===== config.mk =====
export PLATFORM = sky130hd
export DESIGN_NAME = loop_seq
export DESIGN_NICKNAME = d
export VERILOG_FILES = /design/src/rtl/loop_seq.sv
export SDC_FILE = /design/constraint.sdc
export NUM_CORES = 1
export LEC_CHECK = 0
export CAP_MARGIN = 20
export CORE_AREA = 3 3 96 121
export CTS_CLUSTER_DIAMETER = 100
export DETAILED_ROUTE_END_ITERATION = 6
export DIE_AREA = 0 0 99 124
export GPL_ROUTABILITY_DRIVEN = 0
export PLACE_DENSITY_LB_ADDON = 0.15
export REMOVE_ABC_BUFFERS = 1
export SYNTH_ARGS = -nofsm -noshare
export SYNTH_HDL_FRONTEND = slang
export SYNTH_SLANG_ARGS = --single-unit

===== constraint.sdc =====
create_clock -name clk -period 5.3 [get_ports clk]
set_clock_uncertainty 0.2 [all_clocks]
set_input_delay 1.325 -clock clk [delete_from_list [all_inputs] [get_ports clk]]
set_output_delay 1.325 -clock clk [all_outputs]
set_load 0.05 [all_outputs]

===== src/rtl/loop_seq.sv =====
// loop_seq: hardware loop sequencer between the instruction decoder and the PC mux.
// Keeps a nested stack of {remaining count, body address}. lp_end either
// decrements the innermost count and requests a branch back to the body, or
// pops the loop once its count is exhausted.
//
// Ports:
//   clk, rst             clock, asynchronous active-high reset
//   lp_start/lp_count/lp_addr  open a loop (pulse + iteration count + body address)
//   lp_end               last body instruction reached (pulse)
//   ready                events accepted this cycle (low only during the JUMP cycle)
//   jmp/jmp_addr         one-cycle branch request and target
//   active/level         nesting status
//   cnt_top              remaining iterations of the innermost loop
//   err                  sticky protocol error
module loop_seq #(
    parameter int DW    = 8,
    parameter int AW    = 8,
    parameter int DEPTH = 4,
    localparam int IW   = (DEPTH > 1) ? $clog2(DEPTH) : 1,
    localparam int LW   = $clog2(DEPTH) + 1
) (
    input  logic          clk,
    input  logic          rst,
    input  logic          lp_start,
    input  logic [DW-1:0] lp_count,
    input  logic [AW-1:0] lp_addr,
    input  logic          lp_end,
    output logic          ready,
    output logic          jmp,
    output logic [AW-1:0] jmp_addr,
    output logic          active,
    output logic [LW-1:0] level,
    output logic [DW-1:0] cnt_top,
    output logic          err
);

    typedef enum logic [1:0] {S_IDLE, S_RUN, S_JUMP} state_t;

    state_t        r_state, w_state_nxt;
    logic [LW-1:0] r_level;
    logic [DW-1:0] r_rem  [DEPTH];
    logic [AW-1:0] r_addr [DEPTH];
    logic          r_jmp;
    logic [AW-1:0] r_jmp_addr;
    logic          r_err;

    logic          w_ready, w_push, w_end, w_loop, w_pop, w_bad;
    logic [IW-1:0] w_top_idx, w_push_idx;
    logic [DW-1:0] w_top_rem;
    logic [AW-1:0] w_top_addr;

    assign w_ready    = (r_state != S_JUMP);
    assign w_top_idx  = IW'(r_level - LW'(1));
    assign w_push_idx = IW'(r_level);
    // Stack slots above the top may hold stale data; mask the view at level 0.
    assign w_top_rem  = (r_level == '0) ? '0 : r_rem[w_top_idx];
    assign w_top_addr = r_addr[w_top_idx];

    // An event is accepted only when it is the sole event, the sequencer is
    // ready and the stack has room / has an entry. Anything else is an error.
    assign w_push = w_ready && lp_start && !lp_end && (r_level < LW'(DEPTH));
    assign w_end  = w_ready && lp_end && !lp_start && (r_level != '0);
    assign w_loop = w_end && (w_top_rem != '0);
    assign w_pop  = w_end && (w_top_rem == '0);
    assign w_bad  = (lp_start || lp_end) && !w_push && !w_end;

    always_comb begin
        w_state_nxt = r_state;
        case (r_state)
            S_JUMP:  w_state_nxt = S_RUN;
            default: begin
                if (w_push)
                    w_state_nxt = S_RUN;
                else if (w_loop)
                    w_state_nxt = S_JUMP;
                else if (w_pop)
                    w_state_nxt = (r_level == LW'(1)) ? S_IDLE : S_RUN;
            end
        endcase
    end

    always_ff @(posedge clk or posedge rst) begin
        if (rst)
            r_state <= S_IDLE;
        else
            r_state <= w_state_nxt;
    end

    always_ff @(posedge clk or posedge rst) begin
        if (rst) begin
            r_level    <= '0;
            r_jmp      <= 1'b0;
            r_jmp_addr <= '0;
            r_err      <= 1'b0;
            for (int i = 0; i < DEPTH; i++) begin
                r_rem[i]  <= '0;
                r_addr[i] <= '0;
            end
        end else begin
            r_jmp <= w_loop;
            if (w_bad)
                r_err <= 1'b1;
            if (w_push) begin
                // A zero count runs the body once, same as a count of one.
                r_rem[w_push_idx]  <= (lp_count == '0) ? '0 : lp_count - DW'(1);
                r_addr[w_push_idx] <= lp_addr;
                r_level            <= r_level + LW'(1);
            end
            if (w_loop) begin
                r_rem[w_top_idx] <= w_top_rem - DW'(1);
                r_jmp_addr       <= w_top_addr;
            end
            if (w_pop)
                r_level <= r_level - LW'(1);
        end
    end

    assign ready    = w_ready;
    assign jmp      = r_jmp;
    assign jmp_addr = r_jmp_addr;
    assign active   = (r_level != '0);
    assign level    = r_level;
    assign cnt_top  = w_top_rem;
    assign err      = r_err;

endmodule

==> results.json <==
{
  "timing.final.crit_share_pct": 78.9,
  "final_hold_viol_count": 0,
  "worstPathCellList": "inv_1 -> ha_1 -> mux4_2 -> and2_1 -> clkdlybuf4s50_1",
  "synth_seq_cells": 79,
  "crit_arrival_ns": 2.65,
  "p_per_area_mw_per_mm2": 779,
  "cap_violations": 0,
  "synth.top_cell.area_share_pct": 47.0,
  "fillCellCount": 963,
  "ys_seq_area_share_pct": 47.0,
  "core_mm2": 0.0106,
  "worstRegToRegCells": 9,
  "yosysUniqueCellTypes": 42,
  "cts_max_level": 3,
  "synth_most_common_cell": "dfrtp_1",
  "ys.flop_type": "dfrtp_1",
  "clock.fmax_mhz": 239,
  "synthCells": 341,
  "async_flop_share_pct": 100,
  "die_height_um": 124,
  "drive_gt1_share_pct": 24.5,
  "antenna_cells": 0,
  "wire_per_inst_um": 19.4,
  "leakage_nw": 2.18,
  "grt-ovfl-total": 0,
  "drcViolationCount": 0,
  "grt_max_degree": 48,
  "hold_depth": 1,
  "cts_buffer_depth": 2,
  "post_cts_resized": 0,
  "die_width_um": 99,
  "max_slew_margin_pct": 41.6,
  "worst_slew_pin_slew_ns": 0.876,
  "synth_area_leader_cell": "dfrtp_1",
  "io_pins": 43,
  "register_area_mm2": 0.00198,
  "critPathKind": "register to output port",
  "critPathRequiredTime_ns": 3.77,
  "clk_latency_ns": 0.34,
  "clk_pin_slew_ns": 0.06,
  "routed_via_density": 5.58,
  "multiInputGateArea_mm2": 0.00207,
  "numCtsBuffers": 9,
  "pre_cts_ws_ns": 1.29,
  "cts-root-buf": "clkbuf_16",
  "drtAntennaViolNets": 0,
  "track_usage_pct": 17.4,
  "syn_avg_cell_area_um2": 12.3,
  "grt_pass1_vias": 3001,
  "route.vias.total": 2877,
  "fin_nets": 409,
  "hold_buffers": 0,
  "hpwl_mm": 6.57,
  "min_path_type": "register to register",
  "layout_setup_ws_ns": 1.12,
  "period_needed_ns": 4.18,
  "synth_area_mm2": 0.00421,
  "cts_tree": "built",
  "clkSinkCount": 79,
  "synth.area.top_cells": "dfrtp_1 (47%), mux2_2 (11%), mux4_2 (8.6%), mux2i_1 (8.1%), ha_1 (3.0%)",
  "ir_drop_mv": 0.306,
  "start_kind": "register",
  "synth_warnings": 0,
  "rsz0062_at_grt": "no",
  "setup_viol": 0,
  "synthToLayoutAreaGrowth_pct": 20.8,
  "dieArea_mm2": 0.0123,
  "status": "finished clean",
  "dr.pass1.iters": 4,
  "synth_common_cells": "dfrtp_1 (79), mux2_2 (41), mux2i_1 (34)",
  "slew_viol_final": 0,
  "start_util_pct": 39.9,
  "synth_edf_count": 0,
  "critPathMaxStageDelay_ns": 0.69,
  "numPortBuffers": 42,
  "grt_antenna_before_repair": 0,
  "cpMaxStageDelayCell": "clkdlybuf4s50_1",
  "cts_setup_buffers": 0,
  "end_kind": "output port",
  "rows": 42,
  "drt_iter0_drc": 192,
  "grt_first_pass_wirelength_mm": 16.3,
  "drt-total-wl_mm": 10.0,
  "finalSetupTns_ns": 0,
  "cp_max_fo": 6
}
[worst paths after layout]
| kind | from | slack [ns] | end |
|---|---|---|---|
| worst min-delay path | err | 0.27 | err |
| worst min register to register | err | 0.27 | err |
| worst max register to register | level[1] | 1.41 | r_rem[26] |
| worst max-delay path | level[1] | 1.12 | cnt_top[7] |
| min in group asynchronous | rst | 1.26 | r_addr[4] |
| max in group asynchronous | rst | 2.69 | r_rem[24] |
[sequential cells by signal, indices dropped and copies added (netlist names)]
signal,count
r_rem,32
level,3
r_addr,32
jmp,1
jmp_addr,8
err,1
r_state,2
[area by class of cell]
type	count	area share (%)
Timing Repair Buffer	51	9.49
Inverter	12	0.910
Tap cell	132	3.25
Clock inverter	7	2.39
Sequential cell	79	38.9
Clock buffer	9	4.43
Multi-Input combinational cell	226	40.7
[layer usage]
metal  track usage, %  vias up  wire length [um]
met1             23.2     1464              4600
met5                0        -                 0
met4             6.83        0               193
li1                 -     1341                 -
met2             28.2       59              4880
met3             3.36       13               352
[through the flow]
step,util [%],instance area (um2),total power [mW],cells,hold slack (ns)
after floorplan,-,4090,2.61,317,0.274
final,48.2,5090,3.96,516,0.275
after detailed placement,44.9,4740,3.26,500,0.258
after global routing,48.2,5090,4.20,516,0.293
after global placement,44.9,4740,3.24,500,0.251
after CTS,48.2,5090,4.00,516,0.274
[power breakdown]
group          total [mW]  internal, mW  switching, mW
sequential           1.04         0.891          0.147
combinational        2.21         0.918           1.29
clock               0.715         0.462          0.253
total                3.96          2.27           1.69
[layout by cell type, fill, tap and decap left out, drive strengths merged, types with 4 or more instances in the layout]
cell type | Yosys | layout
nor2 | 11 | 11
buf | 9 | 16
a221oi | 10 | 10
clkbuf | 15 | 9
clkdlybuf4s50 | 0 | 35
xnor2 | 4 | 4
a21oi | 23 | 23
mux2i | 34 | 34
ha | 10 | 10
inv | 12 | 11
nand2 | 8 | 8
mux4 | 16 | 16
dfrtp | 79 | 79
nor3 | 14 | 14
o21ai | 4 | 4
clkinv | 0 | 5
and2 | 9 | 9
mux2 | 41 | 41
nand3 | 5 | 5
[kinds of logic after synthesis]
kind of cell	Yosys count	synth area share [%]
AOI/OAI and AO/OA	51	8.08
xor gates and xnor gates	7	1.46
adders and majority gates	10	2.97
buffers and inverters	36	3.89
DFF	79	47.0
muxes	91	27.6
and+or+nand+nor	67	9.03
[critical path, delay by kind of cell (launching register included)]
kind          cells  cell delay, ns
fa+ha+maj         1            0.47
buf+inv           2            0.82
flops             1            0.44
mux               1            0.40
simple gates      1            0.18
Note: power is estimated with default switching activity, not from simulation.
==> edit 1 (same flow settings) <==
`AW`: 8 -> 7.
--- a/src/rtl/loop_seq.sv
+++ b/src/rtl/loop_seq.sv
@@ -14,7 +14,7 @@
 //   err                  sticky protocol error
 module loop_seq #(
     parameter int DW    = 8,
-    parameter int AW    = 8,
+    parameter int AW    = 7,
     parameter int DEPTH = 4,
     localparam int IW   = (DEPTH > 1) ? $clog2(DEPTH) : 1,
     localparam int LW   = $clog2(DEPTH) + 1
Interface: changed (resized jmp_addr and lp_addr); port bits go from 43 to 41. The function was not compared with the original's and may differ.
==> edit 1 against the original RTL <==
Synthesized area shrank 1.5%; setup slack worse by 310 ps; hold slack worse by 11 ps; routed wire length is 4.3% lower; non-clock buffer count down 3; sequential share of layout area decreased by 1.9 points; cell area fell by 1.6%; sequential cell count shrank 5; final cell count did not move; global-route usage fell by 0.74 points; highest routed layer unchanged.
Power is not shown: default switching activity piles up to over one toggle a cycle in this logic, so the estimate is an artifact.
==> edit 1: results (changes against the original RTL) <==
Outcome
  – Status: finished, final reports clean

Global routing
  – Met2 Track Usage GR: 0.2811 (-0.0004202)
  – GR Layer Usage met3: 0.02521 (-0.008403)
  – M1 GR Usage: 0.2215 (-0.01061)
  – Total GRT Usage: 0.1669 (-0.007351)
  – Global-route wire length before repair: 15720 µm (-3.5%)
  – Antenna violations before repair: 0 (unchanged)
  – Vias in the first global route: 2982 (-0.63%)
  – Largest net degree at the start of global routing: 54 (+13%)

Yosys
  – Register area share after synthesis: 0.4465 (-0.02308)
  – Synth async-reset ratio: 1.000 (unchanged)
  – Yosys cell types: 44 (+4.8%)
  – Top cells by count, synth: 74 x dfrtp_1, 42 x mux2i_1, 35 x mux2_2
  – Area contributors post-synth: dfrtp_1 45%, mux2i_1 10%, mux2_2 9.5%, mux4_2 7.1%, ha_1 3.0%
  – Post-synth top flop: dfrtp_1
  – Synth warnings: 0 (unchanged)

Clock tree
  – Clock latency on the worst-skew pair: 330 ps
  – CTS-repair resized insts: 0 (unchanged)
  – Root buf cell: clkbuf_16
  – Setup Buffers After CTS: 0 (unchanged)
  – Clock transition at the registers of the reported paths: 60 ps (about the same)
  – CTS Buffer Depth: 2 (unchanged)
  – TritonCTS buffer count: 9 (unchanged)
  – H-tree Lvls: 3 (unchanged)

Timing
  – Worst-margin pin slew: 817.9 ps (-57.93 ps)

Route
  – # DRC: 0 (unchanged)
  – Pre-antenna DRT Iters: 5 (+1)
  – Wire per inst: 18.59 µm (-4.3%)
  – Drt initial violations: 155 (-19%)
  – Vias: 2831 (-1.6%)

Finish
  – Ratio of cells with drive above 1 in the final layout: 0.2370 (-0.007813)
  – Largest Register: r_rem
  – Ant diodes: 0 (unchanged)
  – Max FFs per register: 32
  – Nets@finish: 408 (-0.24%)

Placement
  – Post-DP HPWL: 6463 µm (-1.7%)
  – Port buffer count: 40 (-4.8%)

Worst hold path
  – Hold WC Path Type: reg -> reg

Floorplanning
  – Core ar.: 0.01056 mm² (unchanged)

Worst setup path
  – Critical Path AT: 2960 ps (+310 ps)
  – Worst-path fanout max: 16 (+10)
[edit 1: path summary, 6_finish.rpt]
check                                      from                endpoint  slack (ps)  cells past startpoint
max in group asynchronous                   rst     r_rem[10]$_DFF_PP0_        2730                      3
min in group asynchronous                   rst  r_addr[22]$_DFFE_PP0P_        1130                      2
max                        level[1]$_DFFE_PP0P_              cnt_top[3]         810                      5
max reg2reg                level[1]$_DFFE_PP0P_     r_rem[23]$_DFF_PP0_        1320                     10
min                             err$_DFFE_PP0P_         err$_DFFE_PP0P_         260                      1
min reg2reg                     err$_DFFE_PP0P_         err$_DFFE_PP0P_         260                      1
[edit 1: per-stage QoR]
stage,util,cell area [µm²],hold WS (ps),setup slack [ps],cells
5_1_grt,0.4738,5005,284.3,664.5,516
3_5_place_dp,0.4425,4674,251.9,1190,500
2_1_floorplan,-,4061,274.0,513.6,320
3_3_place_gp,0.4425,4674,250.3,1234,500
4_1_cts,0.4738,5005,266.2,828.0,516
6_report,0.4738,5005,263.4,812.1,516
[edit 1: area by class of cell]
cell class	instances	area [µm²]
Inverter	13	48.80
Sequential cell	74	1852
Clock inverter	4	73.82
Tap cell	132	165.2
Clock buffer	12	256.5
Multi-Input combinational cell	233	2161
Timing Repair Buffer	48	447.9
Fill cell	960	5558
[edit 1: cells by family (layout without fill, tap and decap cells)]
group	Yosys count	count (layout)	share of synthesized area
flip-flops	74	74	0.4465
buffers and inverters	31	77	0.03258
XOR/XNOR	8	8	0.01689
AND/OR/NAND/NOR	76	76	0.1137
AO/OA/AOI/OAI	43	43	0.06606
adder cells (fa/ha/maj)	10	10	0.03017
multiplexers	96	96	0.2941
[edit 1: worst max-delay path: stages, from the launching register on]
cell	delay (ps)
dfrtp_1	410
inv_1	130
ha_1	760
mux4_1	450
and2_1	200
clkdlybuf4s50_1	690
[edit 1: per-layer routing]
layer,up-vias,wire length [µm]
met4,0,133
met2,45,4700
met1,1440,4480
met3,11,277
met5,-,0
li1,1335,-
==> edit 2 (same settings) <==
Without the edit above. Re-encode `state_t` (3 states) as one-hot, 3 bits wide.
--- a/src/rtl/loop_seq.sv
+++ b/src/rtl/loop_seq.sv
@@ -34,7 +34,7 @@
     output logic          err
 );
 
-    typedef enum logic [1:0] {S_IDLE, S_RUN, S_JUMP} state_t;
+    typedef enum logic [2:0] {S_IDLE = 3'b001, S_RUN = 3'b010, S_JUMP = 3'b100} state_t;
 
     state_t        r_state, w_state_nxt;
     logic [LW-1:0] r_level;
Behaviour: same outputs for any inputs over 4 cycles, from zero or initial values and one cycle with rst high; so few cycles prove little.
==> edit 2 against the original RTL <==
Hold slack better by 3.7 ps; sequential cell count up 1; routed wire length down 1.8%; setup slack worse by 150 ps; sequential share of layout area down 0.43 points; synthesized area up 3.2%; non-clock buffer count unchanged; cell area up 2.5%; critical path type unchanged; highest routed layer unchanged.
Power is left out: the tool's default activity adds up to more than one toggle a clock period on the data nets, which glitch-free logic cannot reach.
==> edit 2: results (changes against the original RTL) <==
Worst hold path
  – Hold WC Path Type: reg -> reg
  – Hold endpoint: err$_DFFE_PP0P_
  – Hold path depth: 1 (unchanged)

Clock tree
  – TritonCTS buffer count: 9 (unchanged)
  – Clock latency on the worst-skew pair: 330 ps
  – Setup Buffers After CTS: 0 (unchanged)
  – Root buf cell: clkbuf_16
  – H-tree Lvls: 3 (unchanged)
  – Clock transition at the registers of the reported paths: 60 ps (about the same)
  – Hold buffers post-CTS: 0 (unchanged)
  – CTS-repair resized insts: 0 (unchanged)
  – CTS Buffer Depth: 2 (unchanged)

Route
  – Vias: 2888 (+0.38%)
  – Pre-antenna DRT Iters: 4 (unchanged)
  – Drt initial violations: 192 (unchanged)
  – Top Layer Used: met4
  – Met3 WL: 392 µm (+11%)
  – M1 WL: 4515 µm (-1.7%)
  – WL final: 9846 µm (-1.8%)
  – Met2 wire length: 4734 µm (-3.0%)

Finish
  – Nets@finish: 421 (+2.9%)
  – Ratio of cells with drive above 1 in the final layout: 0.2551 (+0.01026)
  – Fillers: 956 (-0.73%)
  – Ant diodes: 0 (unchanged)

Worst setup path
  – CP top delay family: buffers and inverters
  – R2r endpoint: r_rem[7]$_DFF_PP0_
  – Critical Path AT: 2800 ps (+150 ps)
  – R2r startpoint: level[1]$_DFFE_PP0P_
  – Worst-path fanout max: 12 (+6)
  – Crit path max-delay cell type: clkdlybuf4s50_1
  – Worst R2R Setup Slack: 1280 ps (-130 ps)
  – Max stage delay on crit path: 790 ps (+100 ps)
  – R2R cell count: 12 (+3)

Timing
  – Worst-margin pin slew: 837.2 ps (-38.64 ps)

Global routing
  – Vias in the first global route: 2976 (-0.83%)
  – Antenna violations before repair: 0 (unchanged)
  – Global-route wire length before repair: 16080 µm (-1.2%)
  – Total GRT Usage: 0.1713 (-0.002931)
  – Largest net degree at the start of global routing: 81 (+69%)

Placement
  – Post-DP HPWL: 6540 µm (-0.52%)
  – Port buffer count: 42 (unchanged)

Yosys
  – Yosys cell types: 51 (+21%)
  – Top cells by count, synth: 79 x dfrtp_1, 38 x mux2i_1, 32 x mux2_2
  – Post-synth top flop: dfrtp_1
  – Synth async-reset ratio: 1.000 (unchanged)
  – Area contributors post-synth: dfrtp_1 46%, mux2i_1 8.8%, mux2_2 8.3%, mux4_2 8.3%, ha_1 2.9%
  – Register area share after synthesis: 0.4611 (-0.008422)

Outcome
  – Status: finished, final reports clean

Job
  – Max-cap violations: 0 (unchanged)
[edit 2: cell types whose count changed in the layout (fill, tap and decap cells not counted), sizes merged, moves of 4 or more]
cell,delta
a221oi,-9
nand2,+5
mux2i,+4
mux2,+4
[edit 2: how the worst max path moves through the flow]
stage                          end  cells past startpoint                 start  slack [ps]
2_1_floorplan  r_rem[23]$_DFF_PP0_                     12  level[0]$_DFFE_PP0P_         280
3_3_place_gp    r_rem[7]$_DFF_PP0_                     12  level[1]$_DFFE_PP0P_        1300
3_5_place_dp    r_rem[7]$_DFF_PP0_                      6           lp_count[2]        1300
4_1_cts                     active                      5  level[1]$_DFFE_PP0P_         990
5_1_grt                     active                      5  level[1]$_DFFE_PP0P_         790
6_report                    active                      5  level[1]$_DFFE_PP0P_         980
[edit 2: metal layers]
layer  global-route usage  vias to the layer above
met5                    0                        -
met4              0.08284                        0
met3              0.02633                       13
met2               0.2735                       61
met1               0.2289                     1438
li1                     -                     1376
[edit 2: stage by stage]
| stage | utilization | area [µm²] | hold slack (ps) | worst slack, ps | cells |
|---|---|---|---|---|---|
| 2_1_floorplan | - | 4247 | 269.0 | 280.2 | 329 |
| 5_1_grt | 0.4935 | 5213 | 301.9 | 789.1 | 528 |
| 3_5_place_dp | 0.4625 | 4885 | 272.8 | 1301 | 511 |
| 3_3_place_gp | 0.4625 | 4885 | 254.1 | 1303 | 511 |
| 6_report | 0.4935 | 5213 | 278.4 | 975.3 | 528 |
| 4_1_cts | 0.4909 | 5185 | 286.2 | 988.6 | 527 |
[edit 2: layout make-up]
| type | instances | area, µm² | area share |
|---|---|---|---|
| inverter | 14 | 52.55 | 0.01008 |
| sequential | 80 | 2003 | 0.3843 |
| tap | 132 | 165.2 | 0.03168 |
| multi-input combinational | 235 | 2191 | 0.4203 |
| clock inverter | 4 | 53.80 | 0.01032 |
| clock buffer | 12 | 246.5 | 0.04729 |
| timing repair buffer | 51 | 500.5 | 0.09602 |
[edit 2: logic make-up after synthesis]
family	after synthesis	synth area share
flip-flops	80	0.4611
adder cells (fa/ha/maj)	10	0.02880
buffers and inverters	33	0.03456
XOR/XNOR	5	0.01008
AND/OR/NAND/NOR	72	0.09821
AO/OA/AOI/OAI	49	0.07402
multiplexers	99	0.2932
[edit 2: worst register-to-register path, stage by stage, from the launching register on]
cell and delay [ps]:
dfrtp_1 450, inv_1 130, ha_1 240, nor2b_1 230
inv_1 350, and2_1 390, inv_1 80, ha_1 270
inv_1 160, a211oi_2 80, a21boi_4 700, nand2_4 270
mux2_1 370
